`config.mk`:
```
export PLATFORM = sky130hd
export DESIGN_NAME = writeback_stage
export DESIGN_NICKNAME = d
export VERILOG_FILES = /design/src/rtl/writeback_stage.sv
export SDC_FILE = /design/constraint.sdc
export NUM_CORES = 1
export LEC_CHECK = 0
export CAP_MARGIN = 20
export CELL_PAD_IN_SITES_DETAIL_PLACEMENT = 1
export CELL_PAD_IN_SITES_GLOBAL_PLACEMENT = 2
export CORE_MARGIN = 8
export CORE_UTILIZATION = 40
export DETAILED_ROUTE_END_ITERATION = 12
export PLACE_DENSITY_LB_ADDON = 0.1
export SETUP_SLACK_MARGIN = 0.5
export SYNTH_ARGS = -nofsm -noshare
export SYNTH_HDL_FRONTEND = slang
export SYNTH_SLANG_ARGS = --single-unit
```
`constraint.sdc`:
```
create_clock -name clk -period 11.7 [get_ports clk]
set_clock_uncertainty 0.1 [all_clocks]
set_input_delay 2.34 -clock clk [delete_from_list [all_inputs] [get_ports clk]]
set_output_delay 2.34 -clock clk [all_outputs]
set_load 0.01 [all_outputs]
```
`src/rtl/writeback_stage.sv`:
```
// MEM/WB pipeline register, writeback select and 8x16 register file.
// Decode read ports are combinational with a same-cycle bypass from W.
module writeback_stage #(
    parameter int DATA_W = 16,
    parameter int NREGS  = 8,
    parameter int ADDR_W = 3
) (
    input  logic              clk,
    input  logic              reset,
    input  logic              RegWriteM,
    input  logic              MemtoRegM,
    input  logic [ADDR_W-1:0] WriteRegM,
    input  logic [DATA_W-1:0] MemReadDataM,
    input  logic [DATA_W-1:0] alu_resultM,
    input  logic              StallW,
    input  logic              FlushW,
    input  logic [ADDR_W-1:0] ReadReg1D,
    input  logic [ADDR_W-1:0] ReadReg2D,
    output logic [DATA_W-1:0] ReadData1D,
    output logic [DATA_W-1:0] ReadData2D,
    output logic [DATA_W-1:0] ResultW,
    output logic [ADDR_W-1:0] WriteRegW,
    output logic              RegWriteW,
    output logic [15:0]       RetireCountW
);

    logic              memtoRegW;
    logic [DATA_W-1:0] readDataW;
    logic [DATA_W-1:0] aluResultW;
    logic [DATA_W-1:0] regs [NREGS];
    logic              commitW;

    always_ff @(posedge clk or posedge reset) begin
        if (reset) begin
            RegWriteW  <= 1'b0;
            memtoRegW  <= 1'b0;
            WriteRegW  <= '0;
            readDataW  <= '0;
            aluResultW <= '0;
        end else if (FlushW) begin
            RegWriteW  <= 1'b0;
            memtoRegW  <= 1'b0;
            WriteRegW  <= '0;
            readDataW  <= '0;
            aluResultW <= '0;
        end else if (!StallW) begin
            RegWriteW  <= RegWriteM;
            memtoRegW  <= MemtoRegM;
            WriteRegW  <= WriteRegM;
            readDataW  <= MemReadDataM;
            aluResultW <= alu_resultM;
        end
    end

    assign ResultW = memtoRegW ? readDataW : aluResultW;

    // A stalled instruction commits once, on the first edge with StallW low
    assign commitW = RegWriteW && !StallW && (WriteRegW != '0);

    always_ff @(posedge clk or posedge reset) begin
        if (reset) begin
            for (int i = 0; i < NREGS; i++) begin
                regs[i] <= '0;
            end
            RetireCountW <= '0;
        end else if (commitW) begin
            regs[WriteRegW] <= ResultW;
            RetireCountW    <= RetireCountW + 16'd1;
        end
    end

    always_comb begin
        ReadData1D = regs[ReadReg1D];
        if (ReadReg1D == '0) begin
            ReadData1D = '0;
        end else if (RegWriteW && (WriteRegW == ReadReg1D)) begin
            ReadData1D = ResultW;
        end
    end

    always_comb begin
        ReadData2D = regs[ReadReg2D];
        if (ReadReg2D == '0) begin
            ReadData2D = '0;
        end else if (RegWriteW && (WriteRegW == ReadReg2D)) begin
            ReadData2D = ResultW;
        end
    end

endmodule

```
; ---- Word level (Yosys, flattened, before mapping)
; Index checks and enable logic that the tools add are counted.
[word_totals]
out_inout_bits = 68
word_cells = 58
in_bits = 47
reg_bits = 181
[op_classes]
addsub = 1
reduce_logical = 9
n_bitwise = 3
magnitude_cmp = 4
muxes = 24
eq_ne = 3
[op_table]
columns = operator, n
row1 = $mux W16, 14
row2 = $bwmux W128, 1
row3 = $bmux W16 S3, 2
row4 = $demux W16 S3, 1
row5 = $add A16 B1 Y16 const B, 1
row6 = $ge A4 B4 Y1 const B, 3
row7 = $not A3 Y4, 3
row8 = $eq A3 B3 Y1, 2
row9 = $logic_not A3 Y1, 2
row10 = $mux W3, 2
row11 = $logic_and A1 B1 Y1, 5
row12 = $lt A4 B1 Y1 const B, 1
row13 = $mux W1, 4
row14 = $reduce_bool A3 Y1, 1
row15 = $ne A2 B1 Y1 const B, 1
row16 = $logic_not A1 Y1, 1

; ---- Longest topological paths before layout
[depth]
word_depth = 6
mapped_depth = 7
ltp_nobuf = 5

; ---- Least setup slack after synthesis
; No wires, ideal clock.
[synth_path]
kind = input port to output port
startpoint = in ReadReg1D[1]
endpoint = out ReadData1D[10]
path_buffers = 2
stages = 5
required_time_ps = 9260
t_arrival_ps = 3467
path_slack_ps = 5793
path_cell_list = buf_6 buf_6 mux4_2 a211oi_1 a211oi_1
[synth_between]
elab_chain_len = 6
[synth_lines]
columns = element, line
row1 = from (decl), 17  ; input logic [ADDR_W-1:0] ReadReg1D,
row2 = $not A3 Y4 (not written as such), 73  ; ReadData1D = regs[ReadReg1D];
row3 = $bmux W16 S3, 73
row4 = $mux W16 (not written as such) (2 in series), 73
row5 = $mux W16, 76  ; end else if (RegWriteW && (WriteRegW == ReadReg1D)) begin
row6 = $mux W16 *, 74  ; if (ReadReg1D == '0) begin
row7 = to (decl), 19  ; output logic [DATA_W-1:0] ReadData1D,
; Mark *: on every way between the ends. The rest lies on a longest branch, timed or not. The select of a mux whose other input is x is not followed.

; ---- Final worst setup path
[layout_path]
startpoint = in ReadReg1D[1]
endpoint = out ReadData1D[9]
; Same word-level chain as after synthesis.

==> results.py <==
metrics = {
    "outcome": {
        "outcome": "finished, final reports clean",
    },
    "critical_path": {
        "critical-path-slowest-cell": "or2_1",
        "crit_type": "input pin to output pin",
        "crit_chain": "clkdlybuf4s50_1 > buf_4 > or2_1 > nor2_2 > a211oi_1 > clkdlybuf4s50_1",
        "critPathLaunchType": "input pin",
        "cp-startpoint": "ReadReg1D[1]",
        "endpoint_kind": "output pin",
        "crit_top_cell": "clkdlybuf4s50_1",
        "critical_path_arrival_ns": 5.27,
        "critPathMaxFanout": 20,
        "worstPathRequired_ns": 9.26,
        "rr_worst_depth": 4,
        "slowest_delay_ns": 0.72,
        "r2r-start": "WriteRegW[2]",
    },
    "yosys": {
        "synth_warnings": 0,
        "ys_ff_latch": 181,
        "ys_types": 40,
        "async_flop_share_pct": 100.0,
        "synth_nets": 913,
        "syn_avg_cell_area_um2": 11.00,
        "synth_area_um2": 9517,
        "synth_ff_type": "dfrtp_1",
        "syn_inst": 865,
        "synth_edf_count": 0,
        "ys_seq_area_share_pct": 47.59,
    },
    "sta": {
        "slew_violations": 0,
        "finalCritPeriodShare_pct": 65.90,
        "tightest_slew_ns": 1.096,
        "rsz0062_at_grt": "no",
        "period_minus_slack_ns": 7.711,
        "setup_viol": 0,
        "finalSetupTns_ns": 0,
        "fmax_mhz": 129.7,
        "hold_viol": 0,
        "max-slew-margin-rel_pct": 24.82,
    },
    "clocking": {
        "cts_tree": "built",
        "clockBufferDepth": 2,
        "cts-root-buf": "clkbuf_16",
        "ctsHoldBuffers": 0,
        "clk_latency_ns": 0.42,
        "cts_made_buffers": 17,
        "cts_resized": 0,
        "cts.clk_slew.worst_paths_ns": 0.07,
        "clkSinkCount": 181,
        "cts_setup_buffers": 0,
        "cts_htree_levels": 4,
    },
    "pwr": {
        "total_leakage_power_nw": 4.937,
        "ir_drop_uv": 67.98,
        "power.switching_w": 0.0004475,
        "power_frac_clock_pct": 38.1,
        "p_per_area_nw_per_um2": 139.4,
        "combPwrFrac_pct": 16.7,
        "pwr-share-seq_pct": 45.2,
        "p_sw_share_pct": 28.44,
        "internal_power_w": 0.001126,
        "total_power_w": 0.001574,
    },
    "route": {
        "drt_iter0_drc": 358,
        "drt-pass1-iter-count": 5,
        "routed_wl_mm": 27.84,
        "wire_per_inst_um": 22.08,
        "antenna_left": 0,
        "drc_errors": 0,
        "viasPerCell": 5.548,
        "via_count": 6996,
    },
    "grt": {
        "antenna_found_initial": 0,
        "grt_pass1_vias": 7952,
        "gr-total-overflow": 0,
        "grt_first_pass_wirelength_mm": 45.20,
        "grt_use_total_pct": 19.94,
        "grt_max_degree": 109,
    },
    "floorplanning": {
        "fp.dieH_um": 170.2,
        "fp.dieArea_um2": 28980,
        "initial_core_util_pct": 40.67,
        "core_um2": 23400,
        "ios": 115,
        "rows": 56,
        "die_x_um": 170.2,
    },
    "placement": {
        "portBuffers": 114,
        "dpl.hpwl_mm": 18.30,
        "gp_congestion": 0.7529,
    },
    "final_layout": {
        "antennaDiodeCount": 0,
        "num-nets-final": 977,
        "syn2layout_area_growth_pct": 18.64,
        "drive_gt1_share_pct": 14.44,
    },
    "min_path": {
        "holdPathStages": 0,
        "holdCritStartpoint": "regs[113]",
        "hold_class": "flop to flop",
    },
    "job": {
        "max_cap_violations": 0,
    },
}
critical path, delay by kind of cell:
family / cells / cell delay (ns)
compound gates: 1 / 0.38
buf+inv: 3 / 1.42
simple gates: 2 / 1.11
power groups by stage:
| stage | Sequential, W | Clock (W) | Combinational [W] |
|---|---|---|---|
| 2_1_floorplan | 0.000711 | 0 | 0.000163 |
| 3_3_place_gp | 0.000717 | 0 | 0.000256 |
| 3_5_place_dp | 0.000723 | 0 | 0.000264 |
| 4_1_cts | 0.000711 | 0.000614 | 0.000265 |
| 5_1_grt | 0.000718 | 0.000635 | 0.000288 |
| 6_report | 0.000711 | 0.000600 | 0.000263 |
cell type report:
class	count	area, um^2
clock inverters	14	162.7
repair buffers	137	1319
fillers	2555	12110
clock buffers	18	439.2
multi-input cells	572	4362
inverters	20	80.08
well taps	319	399.1
flip-flops and latches	181	4529
path summary, 6_finish.rpt:
kind | to | slack (ns)
max in group asynchronous | regs[55] | 8.15
setup reg to reg | regs[55] | 9.26
hold reg to reg | regs[113] | 0.31
hold / removal | regs[113] | 0.31
setup / recovery | ReadData1D[9] | 3.99
min in group asynchronous | regs[117] | 2.12
metal layers:
metal / GRT usage (%) / part of all wire, % / up-vias
met3: 3.545 / 4.0 / 31
met1: 26.20 / 46 / 3576
met4: 5.912 / 1.5 / 0
met2: 33.17 / 49 / 145
met5: 0 / 0 / -
li1: - / - / 3244
cells by family (layout without fill, tap and decap cells):
kind of cell    after synthesis  count (layout)  share of synthesized area (%)
compound gates              206             206                          13.71
xor+xnor                     21              21                          1.933
simple gates                196             196                          9.177
mux                         148             148                          20.59
fa+ha+maj                     1               1                         0.1315
flops                       181             181                          47.59
buf+inv                     112             189                          6.863
layout by cell type, fill, tap and decap left out, types with 3 or more instances in the layout:
| master | count |
|---|---|
| clkdlybuf4s50_1 | 111 |
| mux2i_1 | 104 |
| o22ai_1 | 30 |
| buf_2 | 3 |
| inv_8 | 3 |
| nor2b_1 | 3 |
| inv_6 | 5 |
| xnor2_1 | 19 |
| nand4_1 | 9 |
| o21ai_0 | 16 |
| nand2_1 | 54 |
| dfrtp_1 | 181 |
| nand2b_2 | 3 |
| nand3_1 | 4 |
| buf_4 | 22 |
| mux2i_2 | 7 |
| mux4_2 | 34 |
| o21ai_1 | 17 |
| clkbuf_16 | 17 |
| a211oi_2 | 4 |
| inv_1 | 17 |
| a211oi_1 | 60 |
| and4_1 | 4 |
| nor2_1 | 103 |
| a21oi_1 | 64 |
| o21ai_2 | 15 |
metrics by stage:
stage	utilization, %	hold slack, ns	worst slack, ns	std cells	cell area (um^2)
floorplan	-	0.3413	4.345	865	9517
global placement	45.53	0.2800	4.057	1227	10650
detailed placement	45.53	0.2939	3.970	1227	10650
CTS	48.10	0.3072	3.966	1259	11260
global route	48.25	0.3157	3.814	1261	11290
finish	48.25	0.3070	3.990	1261	11290
synth_stat cells, types with 4 or more instances:
master / instances / area [um^2]
dfrtp_1: 181 / 4529
nor2_1: 105 / 394.1
mux2i_1: 104 / 1041
a21oi_1: 64 / 320.3
a211oi_1: 60 / 450.4
nand2_1: 54 / 202.7
mux4_2: 34 / 765.7
clkbuf_1: 33 / 123.9
o22ai_1: 30 / 187.7
buf_2: 26 / 130.1
buf_6: 23 / 259.0
xnor2_1: 19 / 166.4
inv_1: 18 / 67.56
o21ai_1: 17 / 85.08
o21ai_0: 16 / 80.08
o21ai_2: 15 / 131.4
nand4_1: 9 / 56.30
buf_4: 7 / 52.55
mux2i_2: 7 / 96.34
a211oi_2: 4 / 50.05
and4_1: 4 / 35.03
nand3_1: 4 / 20.02
state kept, by name (all words and copies together) (netlist names):
signal and cells:
aluResultW 16, memtoRegW 1, readDataW 16, RetireCountW 16, WriteRegW 3, RegWriteW 1, regs 128
(Power assumes the default switching activity.)
==> RTL change: new RTL, same flow settings <==
Reset style: synchronous (`reset`), changed in 2 clocked blocks.
--- a/src/rtl/writeback_stage.sv
+++ b/src/rtl/writeback_stage.sv
@@ -31,5 +31,5 @@
     logic              commitW;
 
-    always_ff @(posedge clk or posedge reset) begin
+    always_ff @(posedge clk) begin
         if (reset) begin
             RegWriteW  <= 1'b0;
@@ -58,5 +58,5 @@
     assign commitW = RegWriteW && !StallW && (WriteRegW != '0);
 
-    always_ff @(posedge clk or posedge reset) begin
+    always_ff @(posedge clk) begin
         if (reset) begin
             for (int i = 0; i < NREGS; i++) begin
Check against the original RTL: differs if reset is asserted again (counterexample within 4 cycles, from zero or initial values and one cycle with reset high); with reset held inactive, the same outputs for 4 cycles.
==> RTL change against the unedited design <==
Area after synthesis down 5.2%; design area decreased by 2.4%; sequential power grew 1%; wire length is 4.6% lower; setup slack got worse by 0.35 ns; combinational power fell by 32%; sequential cell count did not move; synthesized cell count down 13%; total power shrank 8.6%; worst hold slack improved by 0.091 ns.
==> RTL change: results (changes against the unedited design) <==
* Cells after DPL: 1127 (-8.1%)
- Sorting the synthesized cells by how often they occur yields sky130_fd_sc_hd__nor2_1 (162), sky130_fd_sc_hd__edfxtp_1 (128), sky130_fd_sc_hd__mux2i_1 (113), sky130_fd_sc_hd__a211oi_1 (64), sky130_fd_sc_hd__dfxtp_1 (53).
* Multi-input comb cells: 508 (-11%)
- Iteration-0 DRC Markers: 330 (-7.8%)
* Worst Path Max Fanout: 32 (+60%)
* Number of cells on the worst hold path: 2 (+2)
- The sequential element share of the synthesized area is 0.5434 (+0.06745).
* Number of instances in the synthesized netlist: 752 (-13%)
- The compound-cell area share of the yosys netlist was 0.08179 (-0.05534).
* Multiplexer share of the synthesized area: 0.2101 (+0.004257)
* Outcome: finished, final reports clean
* Last element of the critical path: ReadData2D[5]
- Worst hold slack: 0.3976 ns (+0.09059 ns)
- Critical register-to-register path startpoint: RegWriteW
- The clock buffer and inverter area fraction after layout was 0.04997 (-0.003337).
- Largest net degree at the start of global routing: 50 (-54%)
* Endpoint, Worst Hold: aluResultW[0]
- The number of enable-type register cells in the synthesized netlist was 128 (+128).
- The tap cell instance count was 285 (-11%).
* Total via count in the routed design: 6523 (-6.8%)
- The area share of fa/ha/maj cells after synthesis came to 0.001386 (+0.00007144).
* Total leakage power: 3.959 nW (-20%)
* Startpoint of the worst setup timing path: ReadReg2D[0]
* Nets@finish: 911 (-6.8%)
- Wire length per cell: 22.89 µm (+3.7%)
* Share of post-route cells with drive strength above 1: 0.1097 (-0.03466)
[RTL change: logic make-up (layout without fill, tap and decap cells)]
logic type,Yosys count,after routing
other,1,16
AO/OA/AOI/OAI,108,108
adder cells (fa/ha/maj),1,1
flip-flops,181,181
AND/OR/NAND/NOR,221,221
buffers and inverters,78,186
multiplexers,147,147
XOR/XNOR,15,15
[RTL change: report_power, final]
group	leakage (nW)	switching, mW	internal, mW
combinational	1.93	0.0933	0.0863
clock	0.276	0.239	0.301
sequential	1.75	0.0128	0.706
total	3.96	0.345	1.09
[RTL change: metal layers]
metal | share of wire | global-route usage | wire length (µm) | vias up
met5 | 0 | 0 | 0 | -
met4 | 0.012 | 0.04740 | 324 | 0
met3 | 0.052 | 0.04088 | 1383 | 27
met2 | 0.49 | 0.3326 | 12950 | 171
met1 | 0.45 | 0.2475 | 11900 | 3307
li1 | - | - | - | 3018
